File: config.mk
export PLATFORM = sky130hd
export DESIGN_NAME = csr_file
export DESIGN_NICKNAME = d
export VERILOG_FILES = /design/src/rtl/csr_file.sv
export SDC_FILE = /design/constraint.sdc
export NUM_CORES = 1
export LEC_CHECK = 0
export ABC_AREA = 1
export BUFFER_PORTS_ARGS = -buffer_cell sky130_fd_sc_hd__buf_2
export CAP_MARGIN = 0
export CORE_ASPECT_RATIO = 0.5
export CORE_MARGIN = 3
export CORE_UTILIZATION = 40
export DETAILED_ROUTE_END_ITERATION = 7
export MAX_ROUTING_LAYER = met4
export PLACE_DENSITY = 0.64
export SETUP_SLACK_MARGIN = 0.3
export SYNTH_ARGS = -nofsm -noshare
export SYNTH_HDL_FRONTEND = slang
export SYNTH_SLANG_ARGS = --single-unit
File: constraint.sdc
create_clock -name clk -period 11.9 [get_ports clk]
set_clock_uncertainty 0.05 [all_clocks]
set_input_delay 1.785 -clock clk [delete_from_list [all_inputs] [get_ports clk]]
set_output_delay 1.785 -clock clk [all_outputs]
set_load 0.02 [all_outputs]
File: src/rtl/csr_file.sv
// Machine-mode CSR file: RW/RS/RC accesses, custom scratch bank, 64-bit cycle/instret counters.
// Results (old value or illegal flag) are registered and returned one cycle after the access.
module csr_file #(
    parameter int          NUM_SCRATCH  = 4,
    parameter logic [11:0] SCRATCH_BASE = 12'h7C0,
    parameter int          CNT_W        = 64
) (
    input  logic        clk,
    input  logic        rst,
    input  logic        csr_valid,
    input  logic [1:0]  csr_op,
    input  logic [11:0] csr_addr,
    input  logic [31:0] csr_wdata,
    input  logic        csr_src_zero,
    input  logic        instr_retire,
    output logic [31:0] csr_rdata,
    output logic        csr_rvalid,
    output logic        csr_illegal
);

    localparam int HI_W = CNT_W - 32;

    function automatic logic [31:0] rmw(input logic [1:0] op, input logic [31:0] old,
                                        input logic [31:0] src);
        case (op)
            2'b10:   rmw = old | src;
            2'b11:   rmw = old & ~src;
            default: rmw = src;
        endcase
    endfunction

    function automatic logic [31:0] hi_ext(input logic [HI_W-1:0] h);
        hi_ext = 32'(h);
    endfunction

    logic [CNT_W-1:0] mcycle;
    logic [CNT_W-1:0] minstret;
    logic [31:0]      scratch [NUM_SCRATCH];

    logic        access, wr_try, cnt_hit, scr_hit, sel_hi, sel_ins, ro, illegal, do_wr;
    logic [11:0] scr_off;
    logic [31:0] scr_old, old_val, new_val;
    logic        wr_cyc_lo, wr_cyc_hi, wr_ins_lo, wr_ins_hi;

    logic [31:0] rdata_p1;
    logic        vld_p1, ill_p1;

    // p0: decode and read-modify-write on the sampled request
    // Counter space: 0xBxx (machine, RW) and 0xCxx (user alias, RO); only bits 7 (half) and 1 (which) vary.
    always_comb begin
        access  = csr_valid && (csr_op != 2'b00);
        wr_try  = (csr_op == 2'b01) || !csr_src_zero;
        ro      = (csr_addr[11:10] == 2'b11);
        sel_hi  = csr_addr[7];
        sel_ins = csr_addr[1];
        cnt_hit = ((csr_addr[11:8] == 4'hB) || (csr_addr[11:8] == 4'hC))
                  && ((csr_addr[7:0] & 8'h7D) == 8'h00);
        scr_off = csr_addr - SCRATCH_BASE;
        scr_hit = !cnt_hit && (scr_off < 12'(NUM_SCRATCH));
        illegal = !(cnt_hit || scr_hit) || (wr_try && ro);
        do_wr   = access && !illegal && wr_try;
    end

    always_comb begin
        scr_old = 32'h0;
        for (int i = 0; i < NUM_SCRATCH; i++)
            if (scr_off == 12'(i)) scr_old = scratch[i];
    end

    always_comb begin
        case ({cnt_hit, sel_ins, sel_hi})
            3'b100:  old_val = mcycle[31:0];
            3'b101:  old_val = hi_ext(mcycle[CNT_W-1:32]);
            3'b110:  old_val = minstret[31:0];
            3'b111:  old_val = hi_ext(minstret[CNT_W-1:32]);
            default: old_val = scr_old;
        endcase
        new_val   = rmw(csr_op, old_val, csr_wdata);
        wr_cyc_lo = do_wr && cnt_hit && !sel_ins && !sel_hi;
        wr_cyc_hi = do_wr && cnt_hit && !sel_ins &&  sel_hi;
        wr_ins_lo = do_wr && cnt_hit &&  sel_ins && !sel_hi;
        wr_ins_hi = do_wr && cnt_hit &&  sel_ins &&  sel_hi;
    end

    // A half-write replaces that half only and swallows the same-cycle increment.
    always_ff @(posedge clk or posedge rst) begin
        if (rst) begin
            mcycle   <= '0;
            minstret <= '0;
        end else begin
            if (wr_cyc_lo)      mcycle[31:0]       <= new_val;
            else if (wr_cyc_hi) mcycle[CNT_W-1:32] <= new_val[HI_W-1:0];
            else                mcycle             <= mcycle + CNT_W'(1);

            if (wr_ins_lo)         minstret[31:0]       <= new_val;
            else if (wr_ins_hi)    minstret[CNT_W-1:32] <= new_val[HI_W-1:0];
            else if (instr_retire) minstret             <= minstret + CNT_W'(1);
        end
    end

    always_ff @(posedge clk or posedge rst) begin
        if (rst) begin
            for (int i = 0; i < NUM_SCRATCH; i++) scratch[i] <= 32'h0;
        end else begin
            for (int i = 0; i < NUM_SCRATCH; i++)
                if (do_wr && scr_hit && (scr_off == 12'(i))) scratch[i] <= new_val;
        end
    end

    // p1: registered response for the writeback mux
    always_ff @(posedge clk or posedge rst) begin
        if (rst) begin
            vld_p1   <= 1'b0;
            ill_p1   <= 1'b0;
            rdata_p1 <= 32'h0;
        end else begin
            vld_p1   <= access;
            ill_p1   <= access && illegal;
            rdata_p1 <= (access && !illegal) ? old_val : 32'h0;
        end
    end

    assign csr_rdata   = rdata_p1;
    assign csr_rvalid  = vld_p1;
    assign csr_illegal = ill_p1;

endmodule

==> flow_metrics.env <==
export IMPL_crit_required_ps=12330
export IMPL_hold_viol=0
export IMPL_io_pins=85
export IMPL_antenna_found_initial=4
export IMPL_area_growth_pct=9.39
export IMPL_leakagePower_nw=9.43
export IMPL_cts_resized=0
export IMPL_min_period_ps=5510
export IMPL_cts_buffer_depth=3
export IMPL_timing_hold_ws_ps=431
export IMPL_grt_pass1_wl_mm=121
export IMPL_synth_area_leaders="dfrtp_1 (39%), nand2_1 (19%), nand3_1 (9.3%)"
export IMPL_rsz0062_at_grt="no"
export IMPL_wl_per_cell_um=24.3
export IMPL_die_w_um=310
export IMPL_slew_violations=0
export IMPL_finalPower_mw=2.19
export IMPL_max_stage_delay_ps=1350
export IMPL_clock_sinks=290
export IMPL_start_util=0.414
export IMPL_io_buffers=84
export IMPL_max_freq_mhz=181
export IMPL_critPathTopFamily="simple AND/OR/NAND/NOR gates"
export IMPL_p_per_area_mw_per_mm2=109
export IMPL_grt_total_usage=0.345
export IMPL_netlist_instances=2740
export IMPL_clkTransAtPathRegs_ps=60
export IMPL_finalNetCount=2802
export IMPL_critical_path_buf_inv_count=4
export IMPL_timing_slew_headroom=0.136
export IMPL_finalSetupTns_ps=0
export IMPL_critPathCaptureType="register"
export IMPL_hold_class="reg -> reg"
export IMPL_vias_per_cell=5.79
export IMPL_ys_warn_count=0
export IMPL_drc=0
export IMPL_synth_seq_cells=290
export IMPL_grt_max_degree=87
export IMPL_cap_violations=0
export IMPL_critPathKind="in -> reg"
export IMPL_cts_htree_levels=1
export IMPL_design_core_area_mm2=0.0446
export IMPL_syn_avg_cell_area_um2=6.74
export IMPL_vias=19500
export IMPL_synth_area_leader_cell="dfrtp_1"
export IMPL_outcome="complete, no violations"
export IMPL_synthesis_area_mm2=0.0185
export IMPL_tritoncts="built"
export IMPL_ys_types=40
export IMPL_ctsHoldBuffers=0
export IMPL_synth_net_count=2793
export IMPL_most_common_layout_cells="nand2_1 (951), nor2_1 (348), nand3_1 (343)"
export IMPL_synth_top_area_frac=0.393
export IMPL_clock_latency_ps=600
export IMPL_layout_commonest_cell="nand2_1"
export IMPL_ys_seq_area_frac=0.393
export IMPL_numCtsBuffers=29
export IMPL_dp_hpwl_mm=59.8
export IMPL_ir_worst_vdd_v=0.000109
export IMPL_rows=54
export IMPL_critical_path_arrival_ps=5940
export IMPL_die_area_mm2=0.0489
export IMPL_crit_top_cell="nand2_1"
export IMPL_tightest_slew_ps=1290
export IMPL_drtIter0Drc=3025
export IMPL_cpMaxStageDelayCell="nor2_4"
export IMPL_post_cts_buffers=0
export IMPL_drtAntennaViolNets=0
export IMPL_grt_overflow=0
export IMPL_crit_fanout=60
export IMPL_fin_crit_sh=0.463
export IMPL_setup_viol=0
export IMPL_firstDrtPassIters=5
export IMPL_wirelength_mm=81.7
export IMPL_globalplace_congestion=1.01
export IMPL_cp_start_kind="primary input"
export IMPL_worstPathCellList="buf_2 > inv_2 > nor2_2 > nand2_1 > nor2_4 > buf_4 > nand3_1 > nor2_4 > inv_2 > nand2_1 > nand2_1"
export IMPL_layout_drive_gt1_share=0.0826
export IMPL_dieHeight_um=158
export IMPL_first_global_vias=18100
export IMPL_clockRootBuffer="clkbuf_16"
## path summary, 6_finish.rpt
| path | from | end | slack, ps | cells past startpoint |
|---|---|---|---|---|
| setup / recovery | csr_addr[7] | scratch[77] | 6390 | 11 |
| min in group asynchronous | rst | scratch[8] | 1230 | 2 |
| setup reg to reg | mcycle[0] | mcycle[60] | 8810 | 12 |
| max in group asynchronous | rst | mcycle[44] | 9100 | 3 |
| hold / removal | scratch[26] | scratch[26] | 430 | 2 |
| hold reg to reg | scratch[26] | scratch[26] | 430 | 2 |
## state kept, by name, indices dropped and copies added (netlist names)
register and count:
minstret 64, csr_rvalid 1, mcycle 64, csr_rdata 32, csr_illegal 1, scratch 128
## kinds of logic after synthesis
logic type,count (synthesis),share of synthesized area
and+or+nand+nor,1838,0.424
xor gates and xnor gates,111,0.0526
AOI/OAI and AO/OA,201,0.0619
adders and majority gates,2,0.00135
DFF,290,0.393
buffers and inverters,298,0.0676
## per-layer routing
metal	up-vias	routed length [um]	track usage
li1	8875	-	-
met1	9353	37400	0.506
met2	1092	31600	0.457
met3	145	9520	0.0870
met4	0	3120	0.111
met5	-	0	-
## cells in the mapped netlist (all sizes together)
cell type and n:
clkinv 1, o211ai 24, or2 11, nor4 7
ha 2, a31oi 7, o21a 1, o21bai 3
nand2 985, nand3b 1, a22oi 8, nor3b 2
buf 74, nand3 346, inv 168, xnor2 33
a32oi 10, a21oi 60, o21ai 88, nor3 56
nand4 73, clkbuf 55, dfrtp 290, nor2 357
xor2 78
## per-stage QoR
| step | cells | setup WS [ps] | cell area [um2] | util |
|---|---|---|---|---|
| 2_1_floorplan | 2740 | 2060 | 18500 | - |
| 3_3_place_gp | 3306 | 6040 | 19200 | 0.431 |
| 3_5_place_dp | 3306 | 5960 | 19200 | 0.431 |
| 4_1_cts | 3359 | 6570 | 20200 | 0.453 |
| 5_1_grt | 3360 | 6180 | 20200 | 0.453 |
| 6_report | 3360 | 6390 | 20200 | 0.453 |
## worst reg2reg max path: cells and delay by family (launching register included)
| kind | cells | cell delay, ps |
|---|---|---|
| buf+inv | 1 | 70 |
| simple gates | 8 | 1810 |
| compound gates | 2 | 240 |
| flops | 1 | 520 |
| fa+ha+maj | 1 | 290 |
## layout make-up
type / count / area [um2]
flip-flops and latches: 290 / 7260
repair buffers: 107 / 593
well taps: 588 / 736
diodes: 1 / 2.50
fillers: 4709 / 24400
multi-input cells: 2152 / 9980
clock buffers: 43 / 868
inverters: 169 / 643
clock inverters: 10 / 116
## report_power, final
group / total, mW / internal (mW) / switching, mW
Clock: 0.987 / 0.548 / 0.439
Combinational: 0.168 / 0.0438 / 0.124
Sequential: 1.04 / 1.01 / 0.0343
Total: 2.19 / 1.60 / 0.598
(Power assumes the default switching activity.)
